==> config.mk <==
export PLATFORM = sky130hd
export DESIGN_NAME = apb_slave_mem
export DESIGN_NICKNAME = d
export VERILOG_FILES = /design/src/rtl/apb_slave_mem.sv
export SDC_FILE = /design/constraint.sdc
export NUM_CORES = 1
export LEC_CHECK = 0
export CAP_MARGIN = 40
export CORE_UTILIZATION = 55
export DETAILED_ROUTE_END_ITERATION = 8
export PLACE_DENSITY = 0.84
export SKIP_CTS_REPAIR_TIMING = 1
export SLEW_MARGIN = 20
export SYNTH_ARGS = -nofsm -noshare
export SYNTH_HDL_FRONTEND = slang
export SYNTH_SLANG_ARGS = --single-unit
==> constraint.sdc <==
create_clock -name clk -period 23.5 [get_ports clk]
set_input_delay 4.7 -clock clk [delete_from_list [all_inputs] [get_ports clk]]
set_output_delay 4.7 -clock clk [all_outputs]
set_load 0.02 [all_outputs]
==> src/rtl/apb_slave_mem.sv <==
// APB4 completer fronting a small word-addressed register memory; optional PPROT checks under APB_SLV_PROT_CHECK_EN.
// Latency: 2+WAIT_STATES cycles from setup phase to PREADY; back-to-back setups accepted with no dead cycle.
// Backpressure: PREADY held low for WAIT_STATES access cycles; dropping PSEL mid-access aborts with no memory update.
module apb_slave_mem #(
    parameter int                    ADDR_WIDTH  = 32,
    parameter int                    DATA_WIDTH  = 32,
    parameter int                    STRB_WIDTH  = DATA_WIDTH / 8,
    parameter int                    MEM_DEPTH   = 16,
    parameter logic [ADDR_WIDTH-1:0] BASE_ADDR   = '0,
    parameter int                    WAIT_STATES = 1
) (
    input  logic                  clk,
    input  logic                  rst_n,      // active-high despite the name
    input  logic                  PSEL,
    input  logic                  PENABLE,
    input  logic                  PWRITE,
    input  logic [ADDR_WIDTH-1:0] PADDR,
    input  logic [DATA_WIDTH-1:0] PWDATA,
    input  logic [STRB_WIDTH-1:0] PSTRB,
    input  logic [2:0]            PPROT,
    output logic                  PREADY,
    output logic [DATA_WIDTH-1:0] PRDATA,
    output logic                  PSLVERR
);

    localparam int                    LSB     = $clog2(STRB_WIDTH);
    localparam int                    IDX_W   = $clog2(MEM_DEPTH);
    localparam logic [ADDR_WIDTH-1:0] DEPTH_A = ADDR_WIDTH'(MEM_DEPTH);
    localparam logic [3:0]            WS      = 4'(WAIT_STATES);

    localparam logic [0:0] ST_IDLE   = 1'b0;
    localparam logic [0:0] ST_ACCESS = 1'b1;

    // Reset asserts immediately but releases two clocks later, synchronously.
    logic rst_meta_q;
    logic rst_sync_q;

    // Release synchronizer for the asynchronous reset input.
    always_ff @(posedge clk or posedge rst_n) begin
        if (rst_n) begin
            rst_meta_q <= 1'b1;
            rst_sync_q <= 1'b1;
        end else begin
            rst_meta_q <= 1'b0;
            rst_sync_q <= rst_meta_q;
        end
    end

    logic [0:0]            state_q, state_d;
    logic [3:0]            cnt_q, cnt_d;
    logic [IDX_W-1:0]      idx_q, idx_d;
    logic                  wr_q, wr_d;
    logic                  err_q, err_d;
    logic [DATA_WIDTH-1:0] mem_q [MEM_DEPTH];

    // Setup-phase address decode.
    logic [ADDR_WIDTH-1:0] offset;
    logic [ADDR_WIDTH-1:0] word_off;
    logic [IDX_W-1:0]      setup_idx;
    logic                  dec_err;
    logic                  prot_err;
    logic                  setup_err;
    logic                  unused_prot;

    assign offset    = PADDR - BASE_ADDR;
    assign word_off  = offset >> LSB;
    assign setup_idx = word_off[IDX_W-1:0];
    assign dec_err   = (PADDR < BASE_ADDR) || (word_off >= DEPTH_A) || (PADDR[LSB-1:0] != '0);
    assign unused_prot = ^PPROT;

`ifdef APB_SLV_PROT_CHECK_EN
    // Unprivileged writes and non-secure accesses to the upper half are refused.
    assign prot_err = (PWRITE && !PPROT[0]) || (PPROT[1] && setup_idx[IDX_W-1]);
`else
    assign prot_err = 1'b0;
`endif

    assign setup_err = dec_err || prot_err;

    // Completion happens in the access cycle where the wait counter has run out.
    logic xfer_done;
    assign xfer_done = (state_q == ST_ACCESS) && PSEL && (cnt_q == 4'd0);

    // Next-state logic: capture on setup, count wait states, leave on completion or abort.
    always_comb begin
        state_d = state_q;
        cnt_d   = cnt_q;
        idx_d   = idx_q;
        wr_d    = wr_q;
        err_d   = err_q;
        if (state_q == ST_IDLE) begin
            if (PSEL && !PENABLE) begin
                idx_d   = setup_idx;
                wr_d    = PWRITE;
                err_d   = setup_err;
                cnt_d   = WS;
                state_d = ST_ACCESS;
            end
        end else begin
            if (!PSEL) begin
                state_d = ST_IDLE;
            end else if (cnt_q != 4'd0) begin
                cnt_d = cnt_q - 4'd1;
            end else begin
                state_d = ST_IDLE;
            end
        end
    end

    // Control registers.
    always_ff @(posedge clk or posedge rst_sync_q) begin
        if (rst_sync_q) begin
            state_q <= ST_IDLE;
            cnt_q   <= 4'd0;
            idx_q   <= '0;
            wr_q    <= 1'b0;
            err_q   <= 1'b0;
        end else begin
            state_q <= state_d;
            cnt_q   <= cnt_d;
            idx_q   <= idx_d;
            wr_q    <= wr_d;
            err_q   <= err_d;
        end
    end

    // Storage: cleared on reset, byte-lane writes on an error-free write completion.
    always_ff @(posedge clk or posedge rst_sync_q) begin
        if (rst_sync_q) begin
            for (int w = 0; w < MEM_DEPTH; w++) begin
                mem_q[w] <= '0;
            end
        end else if (xfer_done && wr_q && !err_q) begin
            for (int b = 0; b < STRB_WIDTH; b++) begin
                if (PSTRB[b]) begin
                    mem_q[idx_q][8*b +: 8] <= PWDATA[8*b +: 8];
                end
            end
        end
    end

    // Response outputs are zero everywhere except the completing cycle.
    assign PREADY  = xfer_done;
    assign PSLVERR = xfer_done && err_q;
    assign PRDATA  = (xfer_done && !wr_q && !err_q) ? mem_q[idx_q] : '0;

endmodule

==> flow_metrics.tcl, run 1 <==
set metrics [dict create \
    max_freq_mhz 81.1 \
    io_pins 110 \
    crit_buf_inv 3 \
    post-route-util_pct 64.5 \
    outcome "completed" \
    p_leak_nw 13.3 \
    setup_slack_ps 11160 \
    p_clk_share_pct 43.5 \
    tightest_slew_ps 1010 \
    drt_iter0_markers 827 \
    core-area_sq_um 43300 \
    p_per_area_nw_per_um2 71.3 \
    crit_type "input port to output pin" \
    peakVddDrop_mv 0.0525 \
    initial_core_util_pct 56.0 \
    cts_root_buf "clkbuf_16" \
    antenna_left 0 \
    startpoint "PSEL" \
    cts.htree.levels 2 \
    fin_nets 1719 \
    r2r-start "idx_q[1]" \
    cts_sinks 525 \
    syn_avg_cell_area_sq_um 15.7 \
    arrival_ps 7640 \
    power_frac_seq_pct 47.2 \
    async_flop_share_pct 100 \
    grt_pass1_vias 15351 \
    cts_tree "built" \
    die_w_microns 212 \
    antenna_found_initial 4 \
    hp-class "register to async pin" \
    synth_flop_cell "dfrtp_1" \
    cp_max_fo 18 \
    finalSetupViolCount 0 \
    port_buffers 106 \
    synth_nets 1615 \
    worstSetupStartpointType "input port" \
    reg2reg_slack_ps 19940 \
    vias 13811 \
    min_period_over_period_pct 52.5 \
    routed_wl_microns 54100 \
    drc 0 \
    synth_cell_types 48 \
    die_y_microns 212 \
    power.switching_mw 0.482 \
    crit_family "buffers and inverters" \
    cts_buffer_depth 3 \
    crit_cells 7 \
    yosys_register_bits 525 \
    grt_overflow 0 \
    top_layer "met5" \
    crit_top_cell "clkdlybuf4s50_1" \
    wl_per_cell_microns 23.8 \
    netlist_instances 1538 \
    place_congestion 0.765 \
    dieArea_sq_um 44900 \
    crit_chain "clkdlybuf4s50_1 -> and3b_1 -> nand3_1 -> or2_2 -> buf_12 -> o221ai_1 -> clkdlybuf4s50_1" \
    path_clk_slew_ps 60 \
    ys_warn_count 0 \
    drt_pass1_iterations 5 \
    cpMaxStageDelayCell "clkdlybuf4s50_1" \
    worstSetupEndpointType "output pin" \
    hpwl_microns 34700 \
    cts_made_buffers 53 \
    pre_cts_ws_ps 11200 \
    rsz0062_at_grt "no" \
    p_sw_share_pct 24.2 \
    hold_viol_final 0 \
    maxCapViolations 0 \
    p_int_mw 1.51 \
    fin_area_sq_um 27900 \
    grt_max_degree 110 \
    drv_slew 0 \
    crit_required_ps 18800 \
    syn_area_sq_um 24200 \
    grt_pass1_wl_microns 87700 \
    drive_gt1_share_pct 48.4 \
    rows 76 \
    clk_latency_ps 600 \
    wl_met3_microns 2880 \
    worst_hold_slack_ps 210 \
    setup_tns_ps 0 \
    synth-edff-count 0 \
    reg2reg_depth 5 \
    area_growth_pct 15.2 \
    viasPerCell 6.09 \
    yosysSeqAreaShare_pct 54.3 \
    relSlewSlack_pct 32.9 \
    wl_met2_microns 27000 \
    track_usage_pct 25.7 \
    skew_ps 13.0 \
    wl_met1_microns 22200 \
    dpl_cell_area_sq_um 26100 \
    combPwrFrac_pct 9.3 \
    post-route-min-period_ps 12340 \
    slowest_delay_ps 670 \
]
==> cell type report <==
class	instances	area (sq um)
tap	585	732
clock buffer	82	1630
inverter	34	135
fill	3015	15400
clock inverter	14	176
multi-input combinational	881	10500
sequential	525	13200
antenna	1	2.50
timing repair buffer	147	1550
==> worst paths after layout <==
check,to
max in group asynchronous,rst_meta_q
worst min register to register,mem_q[196]
worst min-delay path,mem_q[196]
worst max-delay path,PRDATA[13]
min in group clk,rst_sync_q
worst max register to register,mem_q[247]
==> state kept, by name, indices dropped and copies added (netlist names) <==
register and count:
wr_q 1, err_q 1, rst_sync_q 1, state_q 1, idx_q 4, cnt_q 4, rst_meta_q 1, mem_q 512
==> cells in the final DEF (no fill, tap or decap), types with 5 or more instances in the layout <==
master | Yosys | final
buf_16 | 0 | 6
buf_4 | 0 | 27
clkbuf_1 | 62 | 12
clkbuf_16 | 0 | 55
clkbuf_8 | 0 | 15
clkdlybuf4s50_1 | 0 | 106
clkinv_2 | 0 | 8
dfrtp_1 | 523 | 520
inv_1 | 34 | 33
mux2_1 | 7 | 7
mux2_2 | 510 | 510
mux2i_1 | 32 | 32
mux4_2 | 128 | 128
nand2_1 | 37 | 37
nand2b_1 | 13 | 13
nand3_1 | 17 | 17
nand4_1 | 5 | 5
nor2_1 | 23 | 22
nor2_2 | 16 | 17
nor2_8 | 10 | 10
nor4_1 | 9 | 8
o221ai_1 | 28 | 28
==> power by group through the flow <==
| stage | clock network (mW) | registers [mW] | logic, mW |
|---|---|---|---|
| floorplan | 0 | 0.933 | 0.150 |
| global placement | 0 | 0.955 | 0.178 |
| detailed placement | 0 | 0.955 | 0.187 |
| CTS | 0.880 | 0.939 | 0.188 |
| global route | 0.916 | 0.940 | 0.201 |
| finish | 0.865 | 0.939 | 0.186 |
==> synth_stat cells (all sizes together) (2+ instances only) <==
library cell / number / area (sq um)
clkbuf: 62 / 233
nor3: 8 / 105
nor2b: 3 / 18.8
mux2: 517 / 5820
buf: 36 / 196
or2: 2 / 12.5
nand4: 9 / 116
nor3b: 2 / 20.0
nor2: 49 / 387
nor4: 10 / 77.6
nand2: 37 / 139
dfrtp: 523 / 13100
mux4: 128 / 2880
o21ai: 2 / 10.0
inv: 34 / 128
dfstp: 2 / 52.6
o221ai: 28 / 245
or3: 2 / 12.5
a221o: 4 / 40.0
a21oi: 3 / 15.0
mux2i: 32 / 320
nand2b: 13 / 81.3
nand3: 17 / 85.1
==> cell families (layout without fill, tap and decap cells) <==
group	after synthesis	count (layout)	share of synthesized area, %
mux	677	677	37.3
buf+inv	132	277	2.30
fa+ha+maj	1	1	0.0517
xor+xnor	1	1	0.0362
flops	525	525	54.3
simple gates	159	159	4.59
other cells	1	2	0.0155
compound gates	42	42	1.47
==> routing by layer <==
layer	track usage, %	vias up
met2	42.3	322
met1	33.3	7407
met5	0	-
met3	5.25	115
li1	-	5961
met4	10.7	6
==> stage by stage <==
step | cells | power, mW
2_1_floorplan | 1538 | 1.08
3_3_place_gp | 2145 | 1.13
3_5_place_dp | 2168 | 1.14
4_1_cts | 2264 | 2.01
5_1_grt | 2269 | 2.06
6_report | 2269 | 1.99
Power figures use the tool's default switching activity.
==> run 2: changes to the inputs <==
Clock period 23.5 ns to 11.63 ns, I/O delays scaled along.
==> run 2 against run 1 <==
Net effect:
- worst setup slack worse by 7000 ps
- sequential share of layout area hardly changed
- power is 100% higher
- wire length is 1.0% lower
- combinational power is 100% higher
- via count is 0.45% lower
- sequential cell count stayed put
- largest cell class unchanged
- highest routed layer unchanged
==> flow_metrics.tcl, run 2 (synthesis gave the netlist of run 1 again) <==
set metrics [dict create \
    die_y_microns 212 \
    p_int_mw 3.09 \
    drt_iter0_markers 878 \
    arrival_ps 5180 \
    worstSetupEndpointType "output pin" \
    combPwrFrac_pct 9.3 \
    crit_required_ps 9300 \
    min_period_over_period_pct 64.6 \
    tightest_slew_ps 803 \
    p_clk_share_pct 44.0 \
    largest_register_ffs 512 \
    cts_tree "built" \
    slowest_delay_ps 650 \
    cts_made_buffers 52 \
    crit_chain "clkdlybuf4s50_1 -> and3b_1 -> nand3_1 -> or2_2 -> buf_16 -> o221ai_1 -> clkdlybuf4s50_1" \
    die_w_microns 212 \
    final_cell_mix "dfrtp_1 (520), mux2_2 (510), mux4_2 (128), clkdlybuf4s50_1 (106), clkbuf_16 (53)" \
    p_sw_share_pct 23.6 \
    final_common_cell "dfrtp_1" \
    rows 76 \
    maxCapViolations 0 \
    vias 13749 \
    grt_max_degree 211 \
    reg2reg_depth 5 \
    setup_tns_ps 0 \
    power.switching_mw 0.956 \
    drv_slew 0 \
    rsz0062_at_grt "no" \
    hpwl_microns 34100 \
    worst_hold_slack_ps 256 \
    fin_nets 1716 \
    max_freq_mhz 133 \
    wl_per_cell_microns 23.6 \
    finalSetupViolCount 0 \
    drc 0 \
    path_clk_slew_ps 60 \
    cp_max_fo 15 \
    cpMaxStageDelayCell "clkdlybuf4s50_1" \
    reg_top3 "mem_q (512), cnt_q (4), idx_q (4)" \
    clk_latency_ps 590 \
    skew_ps 13.4 \
    p_per_area_nw_per_um2 145 \
    hp-class "register to async pin" \
    antenna_left 0 \
    io_pins 110 \
    area_growth_pct 15.1 \
    drt_pass1_iterations 4 \
    initial_core_util_pct 56.0 \
    relSlewSlack_pct 46.2 \
    post-route-min-period_ps 7510 \
    dieArea_sq_um 44900 \
    drive_gt1_share_pct 48.4 \
    fin_area_sq_um 27900 \
    routed_wl_microns 53500 \
    reg2reg_slack_ps 8110 \
    crit_buf_inv 3 \
    crit_type "input port to output pin" \
    outcome "completed" \
    grt_pass1_vias 15038 \
    top_register "mem_q" \
    worstSetupStartpointType "input port" \
    grt_overflow 0 \
    cts.htree.levels 2 \
    r2r_end "mem_q[245]" \
    cts_buffer_depth 3 \
    crit_cells 7 \
    hold_viol_final 0 \
    r2r-start "idx_q[0]" \
    cts_root_buf "clkbuf_16" \
    place_congestion 0.735 \
    core-area_sq_um 43300 \
    grt_pass1_wl_microns 85700 \
    p_leak_nw 13.3 \
    dpl_cell_area_sq_um 26000 \
    power_frac_seq_pct 46.7 \
    crit_top_cell "clkdlybuf4s50_1" \
    port_buffers 106 \
    track_usage_pct 25.2 \
    crit_family "buffers and inverters" \
    antenna_found_initial 3 \
    viasPerCell 6.07 \
    peakVddDrop_mv 0.109 \
    cts_sinks 525 \
]
==> run 2: cell types whose count changed in the layout (fill, tap and decap cells not counted), moves of 2 or more <==
| cell | delta |
|---|---|
| bufinv_16 | +4 |
| clkbuf_16 | -2 |
| buf_16 | -2 |
| clkbuf_1 | -3 |
==> run 2: metrics by stage <==
stage / std cells / util (%) / setup slack, ps / power [mW]
after floorplan: 1538 / - / 4150 / 2.19
after global placement: 2145 / 59.5 / 4060 / 2.29
after detailed placement: 2166 / 60.0 / 4110 / 2.30
after global routing: 2264 / 64.4 / 3950 / 4.19
final: 2264 / 64.4 / 4120 / 4.05
after CTS: 2259 / 64.3 / 4110 / 4.09
==> run 2: layout make-up <==
type,count,area [sq um]
Timing Repair Buffer,145,1500
Clock inverter,17,288
Multi-Input combinational cell,881,10500
Clock buffer,76,1550
Sequential cell,525,13200
Inverter,34,131
Antenna cell,1,2.50
Tap cell,585,732
Fill cell,2985,15400
==> run 2: how the worst max path moves through the flow <==
stage	slack, ps	startpoint	end
after global placement	4060	PSEL	PRDATA[13]
after floorplan	4150	rst_sync_q	cnt_q[0]
after CTS	4110	PSEL	PRDATA[29]
after global routing	3950	PSEL	PRDATA[15]
after detailed placement	4110	PSEL	PRDATA[29]
final	4120	PSEL	PRDATA[29]
==> run 2: worst reg2reg max path: stages (launching register included) <==
cell and delay (ps):
dfrtp_4 740, buf_4 440, nor2_1 680, nand3_1 400, nor2_2 710, mux2_2 420
==> run 2: power by group through the flow <==
stage               Clock, mW  Combinational, mW  Sequential (mW)
floorplan                   0              0.304             1.88
global placement            0              0.364             1.92
detailed placement          0              0.378             1.93
CTS                      1.82              0.379             1.89
global route             1.89              0.406             1.90
finish                   1.78              0.377             1.89
==> run 2: routing by layer <==
metal	track usage, %	part of all wire, %	vias to the layer above
li1	-	-	5955
met1	33.4	42	7356
met2	41.7	50	322
met3	4.15	4.6	112
met4	10.3	3.8	4
met5	0	0.050	-
